### src/rtl/unified_mem_arbiter.sv
// Arbitrates one single-ported, fixed-latency synchronous memory between an
// instruction-fetch requester and a load/store requester. Data has priority;
// a saturating streak counter guarantees that fetches make progress.
module unified_mem_arbiter #(
    parameter int ADDR_W          = 32,
    parameter int DATA_W          = 32,
    parameter int MEM_LATENCY     = 1,
    parameter int MAX_DATA_STREAK = 4
) (
    input  logic                clk,
    input  logic                reset,
    input  logic                if_req,
    input  logic [ADDR_W-1:0]   if_addr,
    output logic [DATA_W-1:0]   if_rdata,
    output logic                if_valid,
    input  logic                d_req,
    input  logic                d_we,
    input  logic [DATA_W/8-1:0] d_wstrb,
    input  logic [ADDR_W-1:0]   d_addr,
    input  logic [DATA_W-1:0]   d_wdata,
    output logic [DATA_W-1:0]   d_rdata,
    output logic                d_valid,
    output logic                mem_en,
    output logic [DATA_W/8-1:0] mem_we,
    output logic [ADDR_W-1:0]   mem_addr,
    output logic [DATA_W-1:0]   mem_wdata,
    input  logic [DATA_W-1:0]   mem_rdata,
    output logic                busy
);

    localparam int STRB_W   = DATA_W / 8;
    localparam int CNT_W    = $clog2(MEM_LATENCY + 1);
    localparam int STREAK_W = $clog2(MAX_DATA_STREAK + 1);

    localparam logic [CNT_W-1:0]    CNT_INIT   = CNT_W'(MEM_LATENCY);
    localparam logic [CNT_W-1:0]    CNT_LAST   = CNT_W'(1);
    localparam logic [STREAK_W-1:0] STREAK_MAX = STREAK_W'(MAX_DATA_STREAK);

    typedef enum logic [1:0] {S_IDLE, S_ACCESS, S_WAIT, S_RESP} state_e;
    typedef enum logic [1:0] {OWN_NONE, OWN_IF, OWN_D} owner_e;

    state_e                state_q, state_d;
    owner_e                owner_q, owner_d;
    logic                  we_q, we_d;
    logic [CNT_W-1:0]      cnt_q, cnt_d;
    logic [STREAK_W-1:0]   streak_q, streak_d;
    logic                  mem_en_q, mem_en_d;
    logic [STRB_W-1:0]     mem_we_q, mem_we_d;
    logic [ADDR_W-1:0]     mem_addr_q, mem_addr_d;
    logic [DATA_W-1:0]     mem_wdata_q, mem_wdata_d;
    logic [DATA_W-1:0]     if_rdata_q, if_rdata_d;
    logic                  if_valid_q, if_valid_d;
    logic [DATA_W-1:0]     d_rdata_q, d_rdata_d;
    logic                  d_valid_q, d_valid_d;
    logic                  grant_d, grant_i;

    always_comb begin
        // NOTE: every signal gets a default first so no path through the case infers a latch.
        state_d     = state_q;
        owner_d     = owner_q;
        we_d        = we_q;
        cnt_d       = cnt_q;
        streak_d    = streak_q;
        mem_en_d    = 1'b0;
        mem_we_d    = '0;
        mem_addr_d  = '0;
        mem_wdata_d = '0;
        if_rdata_d  = if_rdata_q;
        if_valid_d  = 1'b0;
        d_rdata_d   = d_rdata_q;
        d_valid_d   = 1'b0;
        grant_d     = d_req && !(if_req && streak_q == STREAK_MAX);
        grant_i     = if_req && !grant_d;

        case (state_q)
            S_IDLE: begin
                if (grant_d) begin
                    owner_d     = OWN_D;
                    we_d        = d_we;
                    mem_en_d    = 1'b1;
                    mem_we_d    = d_we ? d_wstrb : '0;
                    mem_addr_d  = d_addr;
                    mem_wdata_d = d_we ? d_wdata : '0;
                    // A data grant with a fetch pending implies streak < max, so +1 cannot overflow.
                    streak_d    = if_req ? streak_q + 1'b1 : '0;
                    state_d     = S_ACCESS;
                end else if (grant_i) begin
                    owner_d    = OWN_IF;
                    we_d       = 1'b0;
                    mem_en_d   = 1'b1;
                    mem_addr_d = if_addr;
                    streak_d   = '0;
                    state_d    = S_ACCESS;
                end
            end
            S_ACCESS: begin
                if (we_q) begin
                    d_valid_d = 1'b1;
                    state_d   = S_RESP;
                end else begin
                    cnt_d   = CNT_INIT;
                    state_d = S_WAIT;
                end
            end
            S_WAIT: begin
                cnt_d = cnt_q - 1'b1;
                if (cnt_q == CNT_LAST) begin
                    if (owner_q == OWN_IF) begin
                        if_rdata_d = mem_rdata;
                        if_valid_d = 1'b1;
                    end else begin
                        d_rdata_d = mem_rdata;
                        d_valid_d = 1'b1;
                    end
                    state_d = S_RESP;
                end
            end
            default: begin
                owner_d = OWN_NONE;
                state_d = S_IDLE;
            end
        endcase
    end

    // NOTE: asynchronous active-low reset; all state uses non-blocking assignment.
    always_ff @(posedge clk or negedge reset) begin
        if (!reset) begin
            state_q     <= S_IDLE;
            owner_q     <= OWN_NONE;
            we_q        <= 1'b0;
            cnt_q       <= '0;
            streak_q    <= '0;
            mem_en_q    <= 1'b0;
            mem_we_q    <= '0;
            mem_addr_q  <= '0;
            mem_wdata_q <= '0;
            if_rdata_q  <= '0;
            if_valid_q  <= 1'b0;
            d_rdata_q   <= '0;
            d_valid_q   <= 1'b0;
        end else begin
            state_q     <= state_d;
            owner_q     <= owner_d;
            we_q        <= we_d;
            cnt_q       <= cnt_d;
            streak_q    <= streak_d;
            mem_en_q    <= mem_en_d;
            mem_we_q    <= mem_we_d;
            mem_addr_q  <= mem_addr_d;
            mem_wdata_q <= mem_wdata_d;
            if_rdata_q  <= if_rdata_d;
            if_valid_q  <= if_valid_d;
            d_rdata_q   <= d_rdata_d;
            d_valid_q   <= d_valid_d;
        end
    end

    assign mem_en    = mem_en_q;
    assign mem_we    = mem_we_q;
    assign mem_addr  = mem_addr_q;
    assign mem_wdata = mem_wdata_q;
    assign if_rdata  = if_rdata_q;
    assign if_valid  = if_valid_q;
    assign d_rdata   = d_rdata_q;
    assign d_valid   = d_valid_q;
    assign busy      = (state_q != S_IDLE);

endmodule

### config.mk
export PLATFORM = sky130hd
export DESIGN_NAME = unified_mem_arbiter
export DESIGN_NICKNAME = d
export VERILOG_FILES = /design/src/rtl/unified_mem_arbiter.sv
export SDC_FILE = /design/constraint.sdc
export NUM_CORES = 1
export LEC_CHECK = 0
export CORE_MARGIN = 8
export CORE_UTILIZATION = 40
export DETAILED_ROUTE_END_ITERATION = 6
export PLACE_DENSITY_LB_ADDON = 0.08
export REMOVE_ABC_BUFFERS = 1
export SYNTH_ARGS = -nofsm -noshare
export SYNTH_HDL_FRONTEND = slang
export SYNTH_SLANG_ARGS = --single-unit
export TNS_END_PERCENT = 50
### constraint.sdc
create_clock -name clk -period 2.21 [get_ports clk]
set_input_delay 0.442 -clock clk [delete_from_list [all_inputs] [get_ports clk]]
set_output_delay 0.442 -clock clk [all_outputs]
set_load 0.01 [all_outputs]
# [Word level (Yosys, flattened, before mapping)]
# Cells that the tools add are included.
[totals] register_bits=144 in_bits=137 output_inout_bits=136
[classes] n_addsub=2 eq_ne=7 mux=33 n_bitwise=2 n_reduce_logical=16
[op_table] operator="32-bit two-way mux" n=6
[op_table] operator="1-bit two-way mux" n=13
[op_table] operator="4-bit two-way mux" n=3
[op_table] operator="3-bit two-way mux" n=3
[op_table] operator="2-bit two-way mux" n=4
[op_table] operator="2-bit AND reduction" n=4
[op_table] operator="2-bit case mux with 3 select lines" n=1
[op_table] operator="3-bit AND reduction" n=2
[op_table] operator="2-bit nonzero test" n=3
[op_table] operator="2-bit by 1-bit equality test with 1-bit output (second input constant)" n=2
[op_table] operator="2-bit != test (second input constant)" n=2
[op_table] operator="1-bit case mux with 2 select lines" n=2
[op_table] operator="2-bit case mux with 2 select lines" n=1
[op_table] operator="3-bit by 1-bit adder with 3-bit output (second input constant)" n=1
[op_table] operator="3-bit equality test (second input constant)" n=1
[op_table] operator="1-bit logical AND" n=3
[op_table] operator="3-bit != test (second input constant)" n=1
[op_table] operator="2-bit equality test (second input constant)" n=1
[op_table] operator="1-bit zero test" n=2
[op_table] operator="2-bit zero test" n=1
[op_table] operator="1-bit inverter" n=2
[op_table] operator="2-bit OR reduction" n=1
[op_table] operator="1-bit subtractor (second input constant)" n=1

# [Depth between registers and ports, before layout]
[logic_depth] word_depth=9 ltp_mapped=8 mapped_depth_nobuf=5

# [Worst setup path before layout]
# Ideal clock, no wire load.
[synth_path] path_type="flip-flop to flip-flop" start="reg state_q[0]" end="reg d_rdata_q[10], in the netlist d_rdata[10]" setup_time_ns=0.125 arrival_ns=1.453 t_required_ns=2.085 path_slack_ns=0.632 path_stages_with_launch=7 synth_period_minus_slack_ns=1.578 cell_sequence="dfrtp_1 -> inv_1 -> ha_1 -> nand2_1 -> nor2_2 -> buf_4 -> mux2_2"
[synth_via] elab_chain_cells=2
[synth_lines] element="start: declaration" line_no="42" source="state_e state_q, state_d;"
[synth_lines] element="start signal: assignment" line_no="142" source="state_q <= state_d;"
[synth_lines] element="2-bit equality test" line_no="75" source="case (state_q)"
[synth_lines] element="3-bit AND reduction (no line)"
[synth_lines] element="end signal: assignment" line_no="153" source="d_rdata_q <= d_rdata_d;"
[synth_lines] element="end: declaration" line_no="53" source="logic [DATA_W-1:0] d_rdata_q, d_rdata_d;"
# Every way passes these cells.
# A chain may end at the register's enable or synchronous reset.

# [Final worst setup path]
[layout_path] start="reg state_q[1]" end="out busy"
[layout_via] elab_chain_cells=1
[layout_lines] element="2-bit nonzero test" line_no="166" source="assign busy = (state_q != S_IDLE);"
[layout_lines] element="end: declaration" line_no="28" source="output logic busy"
# Every way passes these cells.

==> results by group <==
Outcome
  – Status: finished, final reports clean

Critical path
  – WP data required: 1770 ps
  – Crit path cell chain: inv_1 -> ha_4 -> inv_1 -> clkdlybuf4s50_1
  – Worst Path Max Fanout: 9
  – Crit Path Class: register to output port
  – CP max-delay cell: clkdlybuf4s50_1
  – CP peak stage delay: 530 ps
  – CP dominant cell by count: inv_1
  – Critical path startpoint category: register
  – Crit. End Element: output port
  – Reg2reg setup slack: ~280 ps
  – Worst Path Arrival: 1680 ps

Worst hold path
  – Hold Path Class: register to register

Timing
  – Max Clk Rate: 472 MHz
  – Worst hold slack: 479 ps
  – Worst slew pin tran: 388 ps
  – Setup Skew: 7.40 ps
  – Final hold vios: 0
  – Final setup viols: 0
  – RSZ-0062 raised after global routing: no
  – Max_slew headroom: 74.1%
  – Period utilization: between 90 and 100%
  – Setup TNS Final: 0 ps
  – Min Tclk post-route: 2120 ps
  – Worst setup margin: 89.9 ps
  – Max-slew violations: 0

Synth
  – Synth top area share: 68.1%
  – Asr flop ratio synth: 100%
  – Yosys cell types: 28
  – Synth area leaders: dfrtp_1 (68%), mux2_2 (13%), a22o_1 (5.5%), and3_1 (4.4%), ha_1 (1.4%)
  – Yosys reg bits: 144
  – Prevailing post-synth register cell: dfrtp_1
  – Mapped Cells: about 350
  – Post-Syn Area: between 5000 and 6000 sq um
  – Register area share after synthesis: 68.1%
  – Yosys warning count: 0
  – Number of enable flip-flop cells after synthesis: 0
  – Synth top cells by count: dfrtp_1 (144), mux2_2 (63), and3_1 (37)
  – Top-count cell post-synth: dfrtp_1
  – Syn_area_per_cell: ~15 sq um
  – Synth area leader: dfrtp_1

Flow run
  – Max Cap Viol: 0

Pwr
  – Comb pwr share: 38.4%
  – PD cells: ~1300 nW/um^2
  – Internal: 8.07 mW
  – NetSw: 3.10 mW
  – Clock Power Share: 26.6%
  – IR drop worst, VDD: 0.590 mV
  – Sequential share of power: 35.0%
  – Leak: 4.01 nW
  – Net Sw Frac: 27.8%

Global route
  – GRT Overall Usage: a little under a fifth
  – First-pass GRT wire length: 23.0 mm
  – Total gr overflow: 0
  – Via count of the first global-routing pass: 4,238
  – Initial antenna violation count: 0
  – Pin count of the biggest net entering global routing: 47

Placement
  – Gpl congestion: 0.825
  – HPWL after detailed placement: 12.1 mm
  – Setup WS pre-CTS: 255 ps
  – # port buffers: 272
  – Dpl cells: 785

Drt
  – Vias per inst: 4.76
  – DRT antenna net count: 0
  – Vias: approximately 3,900
  – Drt initial violations: between 150 and 200
  – Drt pass-1 iters: 4
  – # DRC: 0
  – Final wirelength: approximately 16 mm
  – Wire per inst: ~19 um

Floorplanning
  – Die extent in x: between 100 and 150 um
  – Die area: around 17,000 sq um
  – Site Rows: 42
  – Die Height: 131 um
  – Ports: 273
  – Core Region: 13,100 sq um
  – Initial Util: 40.4%

Clock network
  – Clock Path Buffers: 2
  – CTS Sinks: roughly 140
  – CTS root buffer: clkbuf_16
  – Num CTS Buffers: 17
  – Clk Latency, worst-skew pair: between 400 and 500 ps
  – CTS tree: built
  – Htree depth: 4
  – Clock-pin slew on the worst setup and hold paths: 60 ps

Final layout
  – Antenna diode count: 0
  – Sequential Area: 3600 sq um
  – Layout fillers: 943
  – Nets: just under 800
  – Share of cells above drive strength 1: 17.2%
  – Multi-input gate area: roughly 1500 sq um
  – Area grow syn2layout: 68.6%
  – Final Non-Filler Cells: 820
-- area by class of cell --
cell class | count | share of cell area [%]
multi-input combinational | 174 | 17.3
clock buffer | 21 | 5.16
tap | 176 | 2.47
timing repair buffer | 285 | 32.5
inverter | 9 | 0.379
clock inverter | 11 | 1.81
sequential | 144 | 40.4
-- logic make-up (layout without fill, tap and decap cells) --
logic type / count (synthesis) / in the layout / share of synthesized area, %
buffers and inverters: 30 / 326 / 3.00
adder cells (fa/ha/maj): 6 / 6 / 1.42
flip-flops: 144 / 144 / 68.1
AO/OA/AOI/OAI: 47 / 47 / 7.03
AND/OR/NAND/NOR: 54 / 54 / 6.15
multiplexers: 67 / 67 / 14.3
-- flip-flops by register name, summed over array words and instances (netlist names) --
register and cells:
we_q 1, streak_q 3, cnt_q 1, mem_en 1, mem_we 4, d_valid 1, state_q 2, owner_q 2
mem_addr 32, if_valid 1, d_rdata 32, mem_wdata 32, if_rdata 32
-- worst paths after layout --
check / from / to / cells after the start
worst max-delay path: state_q[1] / busy / 4
worst min-delay path: d_rdata[29] / d_rdata[29] / 1
worst max register to register: state_q[0] / d_rdata[31] / 6
worst min register to register: d_rdata[29] / d_rdata[29] / 1
max in group asynchronous: reset / if_rdata[26] / 3
min in group asynchronous: reset / d_rdata[29] / 2
-- critical path: cells and delay by family (launching register included) --
kind,cells,cell delay [ps]
flip-flops,1,390
adder cells (fa/ha/maj),1,200
buffers and inverters,3,690
-- per-stage QoR --
| step | cell area, sq um | total power [mW] | utilization [%] |
|---|---|---|---|
| 2_1_floorplan | 5160 | 5.71 | - |
| 3_3_place_gp | 8260 | 8.14 | 63.1 |
| 4_1_cts | 8890 | 11.3 | 68.0 |
| 3_5_place_dp | 8260 | 8.24 | 63.1 |
| 5_1_grt | 8920 | 11.8 | 68.2 |
| 6_report | 8920 | 11.2 | 68.2 |
-- power groups by stage --
stage               Combinational (mW)  Sequential [mW]  Clock (mW)
floorplan                         1.39             4.32           0
global placement                  4.22             3.92           0
detailed placement                4.28             3.96           0
CTS                               4.31             3.92        3.04
global route                      4.58             4.03        3.16
finish                            4.29             3.91        2.97
-- cell usage in the layout (no fill, tap or decap), types with 6 or more instances in the layout --
| cell | netlist | final |
|---|---|---|
| clkdlybuf4s50_1 | 0 | 271 |
| dfrtp_1 | 144 | 144 |
| mux2_2 | 63 | 63 |
| and3_1 | 37 | 36 |
| a22o_1 | 33 | 33 |
| clkbuf_16 | 0 | 17 |
| inv_1 | 9 | 9 |
| o21ai_0 | 8 | 8 |
| nand2_1 | 6 | 6 |
| buf_12 | 0 | 6 |
| buf_4 | 3 | 6 |
-- per-layer routing --
metal	part of all wire (%)	wire length [um]	GRT usage (%)	vias up
met5	0	0	0	-
met4	1.9	304	8.31	0
met3	11	1810	8.44	18
met2	50	7820	31.0	183
met1	37	5850	19.1	1893
li1	-	-	-	1812
-- timing repair --
item,4_1_cts,5_1_grt
hold buffers,1,0
endpoints found under the setup margin,1,1
setup buffers,0,2
gates resized for setup,1,1
pin swaps,0,0
endpoints found under the hold margin,36,0
Note: power is estimated with default switching activity, not from simulation.
